`src/rtl/ptw_axi_read_master.sv`:
```
`default_nettype none
// ============================================================================
// Module   : ptw_axi_read_master
// Brief    : Memory-side responder for the TLB page-table-walk port. Turns a
//            one-cycle PTE read request into a single-beat 64-bit AXI4 read
//            and returns the PTE word as a one-cycle valid pulse.
// Options  : PTW_ALIGN_CHECK_EN - when defined, a request whose address is
//            not 8-byte aligned is answered immediately with ACCESS_FAULT=1
//            and no AXI transaction is issued.
// Revision : 1.0 - initial release
// ============================================================================
module ptw_axi_read_master #(
    parameter int         DATA_WIDTH     = 64,
    parameter int         ADDR_WIDTH     = 64,
    parameter int         AXI_ADDR_WIDTH = 56,
    parameter logic [3:0] AXI_ID         = 4'd0
) (
    input  logic                      CLK,
    input  logic                      RSTN,
    // walker side
    input  logic                      ADDR_FROM_TLB_VALID,
    input  logic [ADDR_WIDTH-1:0]     ADDR_FROM_TLB,
    output logic                      DATA_TO_TLB_VALID,
    output logic [DATA_WIDTH-1:0]     DATA_TO_TLB,
    output logic                      ACCESS_FAULT,
    output logic                      BUSY,
    output logic                      REQ_DROPPED,
    // AXI4 read address channel
    output logic [AXI_ADDR_WIDTH-1:0] M_AXI_ARADDR,
    output logic                      M_AXI_ARVALID,
    input  logic                      M_AXI_ARREADY,
    output logic [3:0]                M_AXI_ARID,
    output logic [7:0]                M_AXI_ARLEN,
    output logic [2:0]                M_AXI_ARSIZE,
    output logic [1:0]                M_AXI_ARBURST,
    output logic [2:0]                M_AXI_ARPROT,
    // AXI4 read data channel
    input  logic [DATA_WIDTH-1:0]     M_AXI_RDATA,
    input  logic [1:0]                M_AXI_RRESP,
    input  logic                      M_AXI_RLAST,
    input  logic                      M_AXI_RVALID,
    output logic                      M_AXI_RREADY
);

    typedef enum logic [1:0] {
        IDLE = 2'd0,
        AR   = 2'd1,
        R    = 2'd2,
        RESP = 2'd3
    } state_t;

    state_t                    r_state;
    logic [AXI_ADDR_WIDTH-1:0] r_araddr;
    logic                      r_arvalid;
    logic                      r_rready;
    logic                      r_data_valid;
    logic [DATA_WIDTH-1:0]     r_data;
    logic                      r_fault;
    logic                      r_busy;
    logic                      r_req_dropped;
    logic                      w_misaligned;

    // Single-beat, 8-byte, INCR, privileged-data read; only the address varies.
    assign M_AXI_ARID    = AXI_ID;
    assign M_AXI_ARLEN   = 8'd0;
    assign M_AXI_ARSIZE  = 3'b011;
    assign M_AXI_ARBURST = 2'b01;
    assign M_AXI_ARPROT  = 3'b001;

    assign M_AXI_ARADDR      = r_araddr;
    assign M_AXI_ARVALID     = r_arvalid;
    assign M_AXI_RREADY      = r_rready;
    assign DATA_TO_TLB_VALID = r_data_valid;
    assign DATA_TO_TLB       = r_data;
    assign ACCESS_FAULT      = r_fault;
    assign BUSY              = r_busy;
    assign REQ_DROPPED       = r_req_dropped;

`ifdef PTW_ALIGN_CHECK_EN
    // A PTE is 8 bytes; any non-zero low address bits make the walk invalid.
    assign w_misaligned = |ADDR_FROM_TLB[2:0];
`else
    assign w_misaligned = 1'b0;
`endif

    // Upper request address bits and RRESP[0] carry no meaning for this block.
    generate
        if (ADDR_WIDTH > AXI_ADDR_WIDTH) begin : g_addr_hi_unused
            logic w_unused_addr_hi;
            assign w_unused_addr_hi = &{1'b0, ADDR_FROM_TLB[ADDR_WIDTH-1:AXI_ADDR_WIDTH]};
        end
    endgenerate
    logic w_unused_rresp;
    assign w_unused_rresp = &{1'b0, M_AXI_RRESP[0]};

    // Request/response FSM; every output is registered so reset drops them at once.
    always_ff @(posedge CLK or negedge RSTN) begin
        if (!RSTN) begin
            r_state       <= IDLE;
            r_araddr      <= '0;
            r_arvalid     <= 1'b0;
            r_rready      <= 1'b0;
            r_data_valid  <= 1'b0;
            r_data        <= '0;
            r_fault       <= 1'b0;
            r_busy        <= 1'b0;
            r_req_dropped <= 1'b0;
        end else begin
            // The walker never holds a request, so a pulse seen while busy is lost.
            if (ADDR_FROM_TLB_VALID && (r_state != IDLE)) begin
                r_req_dropped <= 1'b1;
            end

            case (r_state)
                IDLE: begin
                    if (ADDR_FROM_TLB_VALID) begin
                        r_busy <= 1'b1;
                        if (w_misaligned) begin
                            r_data       <= '0;
                            r_fault      <= 1'b1;
                            r_data_valid <= 1'b1;
                            r_state      <= RESP;
                        end else begin
                            r_araddr  <= ADDR_FROM_TLB[AXI_ADDR_WIDTH-1:0];
                            r_arvalid <= 1'b1;
                            r_state   <= AR;
                        end
                    end
                end
                AR: begin
                    if (r_arvalid && M_AXI_ARREADY) begin
                        r_arvalid <= 1'b0;
                        r_rready  <= 1'b1;
                        r_state   <= R;
                    end
                end
                R: begin
                    if (r_rready && M_AXI_RVALID) begin
                        r_data       <= M_AXI_RDATA;
                        // SLVERR/DECERR, or a beat that is not the last of a
                        // single-beat burst, means the PTE cannot be trusted.
                        r_fault      <= M_AXI_RRESP[1] | ~M_AXI_RLAST;
                        r_rready     <= 1'b0;
                        r_data_valid <= 1'b1;
                        r_state      <= RESP;
                    end
                end
                RESP: begin
                    r_data_valid <= 1'b0;
                    r_fault      <= 1'b0;
                    r_busy       <= 1'b0;
                    r_state      <= IDLE;
                end
                default: begin
                    r_state <= IDLE;
                end
            endcase
        end
    end

endmodule
`default_nettype wire

```
`config.mk`:
```
export PLATFORM = sky130hd
export DESIGN_NAME = ptw_axi_read_master
export DESIGN_NICKNAME = d
export VERILOG_FILES = /design/src/rtl/ptw_axi_read_master.sv
export SDC_FILE = /design/constraint.sdc
export NUM_CORES = 1
export LEC_CHECK = 0
export ABC_AREA = 1
export BUFFER_PORTS_ARGS = -buffer_cell sky130_fd_sc_hd__buf_2
export CAP_MARGIN = 20
export CORE_MARGIN = 2
export CORE_UTILIZATION = 35
export DETAILED_ROUTE_END_ITERATION = 10
export GPL_ROUTABILITY_DRIVEN = 0
export HOLD_SLACK_MARGIN = 0.06
export PLACE_DENSITY = 0.66
export SETUP_SLACK_MARGIN = 0.1
export SYNTH_ARGS = -nofsm -noshare
export SYNTH_HDL_FRONTEND = slang
export SYNTH_SLANG_ARGS = --single-unit
export TNS_END_PERCENT = 50
```
`constraint.sdc`:
```
create_clock -name CLK -period 1.9 [get_ports CLK]
set_input_delay 0.19 -clock CLK [delete_from_list [all_inputs] [get_ports CLK]]
set_output_delay 0.19 -clock CLK [all_outputs]
set_load 0.01 [all_outputs]
```
==> run_results.csv <==
group,metric,value,unit
run_status,status,"finished, final reports clean",
finish,utilization,0.577,
detailed_routing,routedWlPerCell,13.5,µm
pwr,p_clk_frac,0.255,
setup_path,crit_path_end_kind,"register",
detailed_routing,wl,15700,µm
pwr,p_sw_frac,0.369,
floorplan,start_util,0.358,
global_routing,track_usage,0.194,
hold_path,min_from,"M_AXI_RLAST",
floorplan,die_area,15900,µm²
setup_path,r2r_slack,0.32,ns
global_routing,met1_usage,0.222,
setup_path,cp_top_family,"buffers and inverters",
placement,place_ws,0.255,ns
global_routing,grt_pass1_vias,5148,
setup_path,cpMostUsedCell,"nand2_1",
global_routing,grt-busiest-layer,"met2",
floorplan,die_w,126,µm
clock_network,cts_max_path_buffers,2,
setup_path,cp_slowest_cell,"dfrtp_1",
yosys,ys_warn_count,0,
pwr,pwr-share-comb,0.372,
setup_path,required,2.25,ns
finish,layout.nets,1106,
detailed_routing,route.vias.total,5190,
hold_path,whs_path_depth,4,
pwr,power_leakage,0.00478,µW
global_routing,met2_usage,0.328,
setup_path,worst-path-buf-inv,3,
finish,n_antenna_cell,0,
clock_network,cts_num_sinks,128,
global_routing,grt_max_degree,65,
timing,rsz0062_at_grt,"false",
global_routing,use_met3,0.0565,
setup_path,path_max_fanout,32,
placement,hpwl,9370,µm
pwr,powerDensity,1470,nW/µm²
timing,post-route-worst-setup-slack,0.317,ns
timing,fmaxAchievable,632,MHz
timing,worstMarginPinSlew,0.582,ns
timing,period_share,0.833,
clock_network,cts_setup_buffers,0,
detailed_routing,drtIter0Drc,320,
global_routing,grt_pass1_wl,24700,µm
setup_path,r2r_end,"DATA_TO_TLB[17]",
finish,drive_gt1_frac,0.305,
setup_path,critPathKind,"reg2reg",
timing,slew_violations,0,
yosys,netlist_instances,596,
clock_network,clockRootBuffer,"clkbuf_16",
hold_path,worstHoldEndpoint,"ACCESS_FAULT",
run,drv_cap,0,
detailed_routing,viasPerCell,4.47,
detailed_routing,dr.pass1.iters,7,
placement,portBuffers,252,
finish,layout_common_cells,"nand2_1 (325), buf_2 (251), dfrtp_1 (128)",
global_routing,antenna_found_initial,1,
yosys,syn_avg_cell_area,8.77,µm²
clock_network,cts_resized,0,
timing,slew_headroom,0.612,
pwr,peakVddDrop,652,µV
timing,fin_tns_setup,0,ns
yosys,synth_cell_type_count,18,
setup_path,startpoint_type,"register",
detailed_routing,drc,0,
timing,finalSetupViolCount,0,
clock_network,htreeDepth,4,
floorplan,ioPinCount,282,
setup_path,worst_ep_arrival_time,1.93,ns
pwr,power.switching,4560,µW
hold_path,hp-class,"in2reg",
pwr,p_int,7810,µW
timing,fin_crit,1.58,ns
timing,fin_skew,0.0105,ns
floorplan,fp.dieH,126,µm
global_routing,grt-ovfl-total,0,
floorplan,rows,44,
clock_network,worstSkewPairLatency,0.41,ns
yosys,ys_seq_elements,128,
yosys,syn_area,5230,µm²
clock_network,cts_inserted_buffers,17,
setup_path,max_stage_delay,0.41,ns
timing,hold_viol_final,0,
pwr,p_seq_frac,0.373,
setup_path,path_cells,"inv_1 > ha_1 > nand3_2 > inv_2 > buf_12 > nand2_1 > nand2_1",
detailed_routing,antenna_left,0,
setup_path,reg2reg_depth,7,
clock_network,cts_tree,"yes",
setup_path,rr_startpoint,"r_state[0]",
yosys,yosysSeqAreaShare,0.613,
finish,final_common_cell,"nand2_1",
finish,syn_to_final_growth,61.2,%
clock_network,clk_pin_slew_worst_paths,0.06,ns
floorplan,core_area,14600,µm²
-- layout make-up --
class / count / area, µm²
Timing Repair Buffer: 384 / 2630
Fill cell: 1246 / 6160
Inverter: 13 / 48.8
Clock buffer: 18 / 439
Sequential cell: 128 / 3200
Clock inverter: 14 / 141
Multi-Input combinational cell: 421 / 1730
Tap cell: 184 / 230
-- cell usage after synthesis --
| cell type | instances | area, µm² |
|---|---|---|
| o21ai_1 | 1 | 5.00 |
| o211ai_1 | 1 | 7.51 |
| nand2_1 | 326 | 1220 |
| inv_2 | 1 | 3.75 |
| nand3_1 | 59 | 295 |
| buf_4 | 24 | 180 |
| clkbuf_1 | 7 | 26.3 |
| conb_1 | 2 | 7.51 |
| buf_6 | 1 | 11.3 |
| dfrtp_1 | 128 | 3200 |
| buf_2 | 20 | 100 |
| inv_1 | 12 | 45.0 |
| o21bai_1 | 2 | 15.0 |
| o21ai_0 | 3 | 15.0 |
| nand4_1 | 2 | 12.5 |
| ha_1 | 5 | 62.6 |
| nand3_2 | 1 | 10.0 |
| nor2_1 | 1 | 3.75 |
-- registers in the layout, indices dropped and copies added (netlist names) --
signal / flops
ACCESS_FAULT: 1
DATA_TO_TLB: 64
DATA_TO_TLB_VALID: 1
r_state: 2
M_AXI_RREADY: 1
M_AXI_ARADDR: 56
BUSY: 1
M_AXI_ARVALID: 1
REQ_DROPPED: 1
-- worst reg2reg max path: stages (launching register included) --
cell and delay, ns:
dfrtp_1 0.41, inv_1 0.12, ha_1 0.29, nand3_2 0.16
inv_2 0.16, buf_12 0.21, nand2_1 0.11, nand2_1 0.07
-- cell families (layout without fill, tap and decap cells) --
group | count (synthesis) | after routing | synth area share
flops | 128 | 128 | 0.613
fa+ha+maj | 5 | 5 | 0.0120
compound gates | 7 | 7 | 0.00814
simple gates | 389 | 389 | 0.296
other cells | 2 | 20 | 0.00144
buf+inv | 65 | 429 | 0.0701
-- per-stage QoR --
| stage | hold WS, ns | instance area [µm²] | total power (µW) | instances |
|---|---|---|---|---|
| final | 0.135 | 8420 | 12400 | 1162 |
| after global routing | 0.126 | 8420 | 13300 | 1162 |
| after CTS | 0.116 | 8400 | 12400 | 1161 |
| after detailed placement | 0.139 | 6600 | 9030 | 1007 |
| after global placement | 0.140 | 6600 | 8930 | 1007 |
| after floorplan | -0.106 | 5300 | 7110 | 614 |
-- power by group through the flow --
stage                     registers (µW)  logic (µW)  clock network, µW
after floorplan                     5220        1890                  0
after global placement              4600        4330                  0
after detailed placement            4610        4420                  0
after CTS                           4590        4610               3240
after global routing                4770        5150               3370
final                               4610        4610               3160
-- worst max path at each step --
stage,to,start,cells after the start,slack (ns)
floorplan,DATA_TO_TLB[23],r_state[0],7,0.51
global placement,DATA_TO_TLB[56],r_state[0],7,0.29
detailed placement,DATA_TO_TLB[47],r_state[0],7,0.26
CTS,DATA_TO_TLB[9],r_state[0],7,0.24
global route,DATA_TO_TLB[17],r_state[0],7,0.15
finish,DATA_TO_TLB[17],r_state[0],7,0.32
-- routing by layer --
| metal | wire length, µm | part of all wire |
|---|---|---|
| met1 | 6100 | 0.39 |
| met2 | 8050 | 0.51 |
| met3 | 926 | 0.059 |
| met4 | 580 | 0.037 |
| met5 | 13 | 0.00083 |
-- repair_timing --
| action | in CTS | in global routing |
|---|---|---|
| endpoints found under the hold margin | 160 | 0 |
| endpoints found under the setup margin | 0 | 6 |
| hold buffers | 122 | 0 |
Note: power is estimated with default switching activity, not from simulation.
